## config.mk

```make
export PLATFORM = sky130hd
export DESIGN_NAME = display_scanner_flat
export DESIGN_NICKNAME = d
export VERILOG_FILES = /design/src/rtl/display_scanner_if.sv /design/src/rtl/display_scanner.sv /design/src/flat_wrapper.sv
export SDC_FILE = /design/constraint.sdc
export NUM_CORES = 1
export LEC_CHECK = 0
export CAP_MARGIN = 20
export CORE_UTILIZATION = 35
export DETAILED_ROUTE_END_ITERATION = 8
export GPL_ROUTABILITY_DRIVEN = 0
export SETUP_SLACK_MARGIN = 0.4
export SLEW_MARGIN = 15
export SYNTH_ARGS = -nofsm -noshare
export SYNTH_HDL_FRONTEND = slang
export SYNTH_SLANG_ARGS = --single-unit
```

## constraint.sdc

```tcl
create_clock -name clk -period 2.4 [get_ports clk]
set_input_delay 0.48 -clock clk [delete_from_list [all_inputs] [get_ports clk]]
set_output_delay 0.48 -clock clk [all_outputs]
set_load 0.1 [all_outputs]
```

## src/rtl/display_scanner_if.sv

```systemverilog
// Bus between the scanner and its host/decoder: latched display inputs and per-digit drive outputs.
interface display_scanner_if;
  logic [15:0] value;
  logic [3:0]  dp_in;
  logic        blank_lz;
  logic [3:0]  digit_data;
  logic        dp_out;
  logic [3:0]  an;
  logic        frame_tick;

  modport master (
    output value, dp_in, blank_lz,
    input  digit_data, dp_out, an, frame_tick
  );

  modport slave (
    input  value, dp_in, blank_lz,
    output digit_data, dp_out, an, frame_tick
  );
endinterface

```

## src/rtl/display_scanner.sv

```systemverilog
// 4-digit seven-segment scanner: per-frame input latch, per-digit dwell with anode-off guard.
// Outputs decode from registered state only; there is no backpressure, and input changes take effect next frame.
module display_scanner #(
  parameter int TICKS_PER_DIGIT = 100000,
  parameter int BLANK_TICKS     = 1000
) (
  input  logic              clk,
  input  logic              reset,
  display_scanner_if.slave  bus
);
  localparam int CW = $clog2(TICKS_PER_DIGIT);
  localparam logic [CW-1:0] LAST = CW'(TICKS_PER_DIGIT - 1);

  logic [CW-1:0] cnt;
  logic [1:0]    idx;
  logic [15:0]   sh_val;
  logic [3:0]    sh_dp;
  logic          sh_lz;
  logic          ft_q;
  logic          last;
  logic          guard;
  logic [3:0]    lzb;
  logic          z3, z2, z1;

  assign last = (cnt == LAST);

  generate
    if (BLANK_TICKS == 0) begin : g_noguard
      assign guard = 1'b0;
    end else begin : g_guard
      assign guard = (cnt < CW'(BLANK_TICKS));
    end
  endgenerate

  always_ff @(posedge clk) begin
    if (reset) begin
      cnt    <= '0;
      idx    <= 2'd0;
      ft_q   <= 1'b0;
      sh_val <= bus.value;
      sh_dp  <= bus.dp_in;
      sh_lz  <= bus.blank_lz;
    end else begin
      ft_q <= last && (idx == 2'd3);
      if (last) begin
        cnt <= '0;
        idx <= idx + 2'd1;
      end else begin
        cnt <= cnt + CW'(1);
      end
      if (last && (idx == 2'd3)) begin
        sh_val <= bus.value;
        sh_dp  <= bus.dp_in;
        sh_lz  <= bus.blank_lz;
      end
    end
  end

  // A digit is a blankable leading zero only if every digit above it is too;
  // a requested decimal point anywhere at or above it keeps it visible.
  assign z3  = sh_lz & (sh_val[15:12] == 4'd0) & ~sh_dp[3];
  assign z2  = z3 & (sh_val[11:8] == 4'd0) & ~sh_dp[2];
  assign z1  = z2 & (sh_val[7:4] == 4'd0) & ~sh_dp[1];
  assign lzb = {z3, z2, z1, 1'b0};

  assign bus.digit_data = sh_val[{idx, 2'b00} +: 4];
  assign bus.dp_out     = sh_dp[idx] & ~guard & ~lzb[idx];
  assign bus.an         = (guard | lzb[idx]) ? 4'b1111 : ~(4'b0001 << idx);
  assign bus.frame_tick = ft_q;
endmodule

```

## src/flat_wrapper.sv

```systemverilog
// flat-port wrapper written by rule: the top's interface ports become plain ports
module display_scanner_flat 
#(
  parameter int TICKS_PER_DIGIT = 100000,
  parameter int BLANK_TICKS     = 1000
)
  (clk, reset, bus_value, bus_dp_in, bus_blank_lz, bus_digit_data, bus_dp_out, bus_an, bus_frame_tick);
  display_scanner_if bus_i ();
  input  logic clk;
  input  logic reset;
  input wire logic [$bits(bus_i.value)-1:0] bus_value;
  input wire logic [$bits(bus_i.dp_in)-1:0] bus_dp_in;
  input wire logic [$bits(bus_i.blank_lz)-1:0] bus_blank_lz;
  output wire logic [$bits(bus_i.digit_data)-1:0] bus_digit_data;
  output wire logic [$bits(bus_i.dp_out)-1:0] bus_dp_out;
  output wire logic [$bits(bus_i.an)-1:0] bus_an;
  output wire logic [$bits(bus_i.frame_tick)-1:0] bus_frame_tick;
  assign bus_i.value = bus_value;
  assign bus_i.dp_in = bus_dp_in;
  assign bus_i.blank_lz = bus_blank_lz;
  assign bus_digit_data = bus_i.digit_data;
  assign bus_dp_out = bus_i.dp_out;
  assign bus_an = bus_i.an;
  assign bus_frame_tick = bus_i.frame_tick;
  display_scanner #(.TICKS_PER_DIGIT(TICKS_PER_DIGIT), .BLANK_TICKS(BLANK_TICKS)) u_core (.clk(clk), .reset(reset), .bus(bus_i));
endmodule
```

==> results.txt <==
row cnt - 25
Simple-Gate Fraction of Synth Area - 20.46%
adder-cell share of the synthesized area - 3.411%
leakage power - 0.8407 nW
antenna violations before repair - 0
post-DP HPWL - 2.773 mm
failing checks - setup timing
GRT Resource Usage Total - 15.08%
worst min path class - flop to flop
grt ovf - 0
fin. max-slew vios - 0
worst reg-to-reg setup slack - 480 ps
unrepaired setup endpoints after global routing - true
time the worst path needs with I/O delays and setup - 2471 ps
Routed WL per cell - 14.02 um
fmax - 0.4047 GHz
CTS sink count - 41
critical path launch point type - flop
PD cells - 566.3 nW/um2
most frequent cells in the layout - clkdlybuf4s50_1, edfxtp_1, nor2_1
post-synthesis cell type count - 33
kind of critical path - flop to output pin
1st-iter DRT viols - 71
Post-Syn Area - 1834 um2
Layout Skew - 10.45 ps
vias in the first global route - 1264
clock tree buffer depth - 2
largest family of logic cells by synthesized area - simple AND/OR/NAND/NOR gates
num ports - 33
endpoints failing hold - 0
DRT antenna net count - 0
Cells after Synth - 156
core area - 4880 um2
clk_lat worst skew - 290 ps
clock buffer count from CTS - 5
initial core utilization - 37.59%
critical path peak fanout - 4
Post-Synth XOR/XNOR Area - 7.162%
chip width - 74.39 um
share of layout cells above drive strength 1 - 23.59%
outcome - finished with violations
Die Span Y - 74.39 um
Ys Warns - 0
Hold Buf Count CTS - 0
Critical Path AT - 1990 ps
CTS tree - built
DRT Pass-1 Iters - 4
max-cap violations - 0
P&R area growth vs syn - 40.45%
Routed WL - 3.674 mm
post-synthesis register bit count - 41
power consumption - 1.459 mW
multiplexer area fraction after synthesis - 6.139%
complex-gate fraction of the synthesized area - 3.683%
syn_area_per_cell - 11.76 um2
Critical Path End Type - output pin
fin crit share - 103.0%
Slew HR - 73.61%
DR DRC count - 0
die area - 5534 um2
pre-CTS setup slack - 203.6 ps
largest net degree at the start of global routing - 22
H-tree Lvls - 2
Post-Syn Nets - 184
first-pass GRT wire length - 6.072 mm
vias per inst - 4.985
post-synthesis sequential area ratio - 56.21%
Final setup viols - 5
port buffer count - 32
n_diodes - 0
Slew @ Worst Pin - 394.9 ps
nets@finish - 222
Max rail drop VDD - 0.0002557 V
CP required - 1920 ps
via count - 1306
root buf cell - clkbuf_8
clock slew at reported path FFs - 80 ps
most common library cell in the layout ignoring fill and taps - clkdlybuf4s50_1
fin worst setup slack - -70.88 ps
-- synth_stat cells --
library cell  count  area (um2)
edfxtp_1         21       630.6
dfxtp_1          20       400.4
nor2_1           20       75.07
nand3_1          11       55.05
xnor2_1          10       87.58
nand4_1           8       50.05
nor4_1            8       50.05
inv_1             6       22.52
nand2_1           6       22.52
ha_1              5       62.56
mux4_2            5       112.6
xor2_1            5       43.79
clkbuf_1          4       15.01
o21ai_0           4       20.02
nor3_1            3       15.01
a21oi_1           2       10.01
and2_1            2       12.51
a2111o_1          1       11.26
a22oi_1           1       7.510
and3_1            1       6.260
and4_1            1       8.760
buf_2             1       5.000
buf_6             1       11.26
nand2b_1          1       6.260
nand3b_1          1       7.510
nand4bb_1         1       11.26
nor3b_1           1       7.510
nor4b_1           1       8.760
o21bai_4          1       18.77
or3_1             1       6.260
or3_4             1       11.26
or4_4             1       11.26
or4b_2            1       10.01
-- final timing paths --
check | startpoint | endpoint | cells after the start
hold reg to reg | u_core.cnt[0] | u_core.cnt[0] | 1
hold / removal | u_core.cnt[0] | u_core.cnt[0] | 1
setup reg to reg | u_core.cnt[14] | u_core.cnt[6] | 4
setup / recovery | u_core.sh_val[12] | bus_an[1] | 4
-- metrics by stage --
step           instance area [um2]  instances  util (%)  hold slack, ps  setup TNS (ps)
2_1_floorplan                 1934        156         -           436.5               0
5_1_grt                       2576        262     52.79           521.7          -657.1
3_3_place_gp                  2380        253     48.77           455.6               0
6_report                      2576        262     52.79           500.1          -298.1
4_1_cts                       2542        262     52.10           504.5          -473.6
3_5_place_dp                  2380        253     48.77           485.2               0
-- registers in the layout (all words and copies together) (netlist names) --
name,count
u_core.sh_lz,1
u_core.cnt,17
u_core.idx,2
u_core.sh_dp,4
u_core.sh_val,16
u_core.bus.frame_tick,1
-- worst max-delay path, cell delays in order, from the launching register on --
cell and delay, ps:
edfxtp_1 410, or4b_4 540, a2111o_2 470, nand3_4 110, buf_12 170
-- repair_timing --
item | CTS | global route
pin swaps | 1 | 0
endpoints found under the setup margin | 30 | 9
gates resized for setup | 11 | 8
hold endpoints to repair | 0 | 0
buffers inserted | 1 | 0
-- routing by layer --
metal  GRT usage, %  share of wire [%]
met5              0                  0
met4          8.176                1.7
met3          4.201                5.8
met2          23.22                 48
met1          19.21                 44
-- kinds of logic after synthesis --
logic type      after synthesis
simple gates                 69
mux                           5
flops                        41
xor+xnor                     15
fa+ha+maj                     5
buf+inv                      12
compound gates                9
-- area by class of cell --
| cell class | instances | area [um2] |
|---|---|---|
| Tap cell | 67 | 83.83 |
| Fill cell | 421 | 2303 |
| Clock inverter | 1 | 30.03 |
| Clock buffer | 7 | 86.33 |
| Multi-Input combinational cell | 103 | 853.3 |
| Inverter | 6 | 22.52 |
| Timing Repair Buffer | 37 | 465.4 |
| Sequential cell | 41 | 1035 |
-- power by group --
part	total (mW)	switching, mW	internal (mW)
Clock	0.563	0.224	0.339
Sequential	0.779	0.0164	0.763
Combinational	0.117	0.0557	0.0616
Total	1.46	0.296	1.16
(Power assumes the default switching activity.)
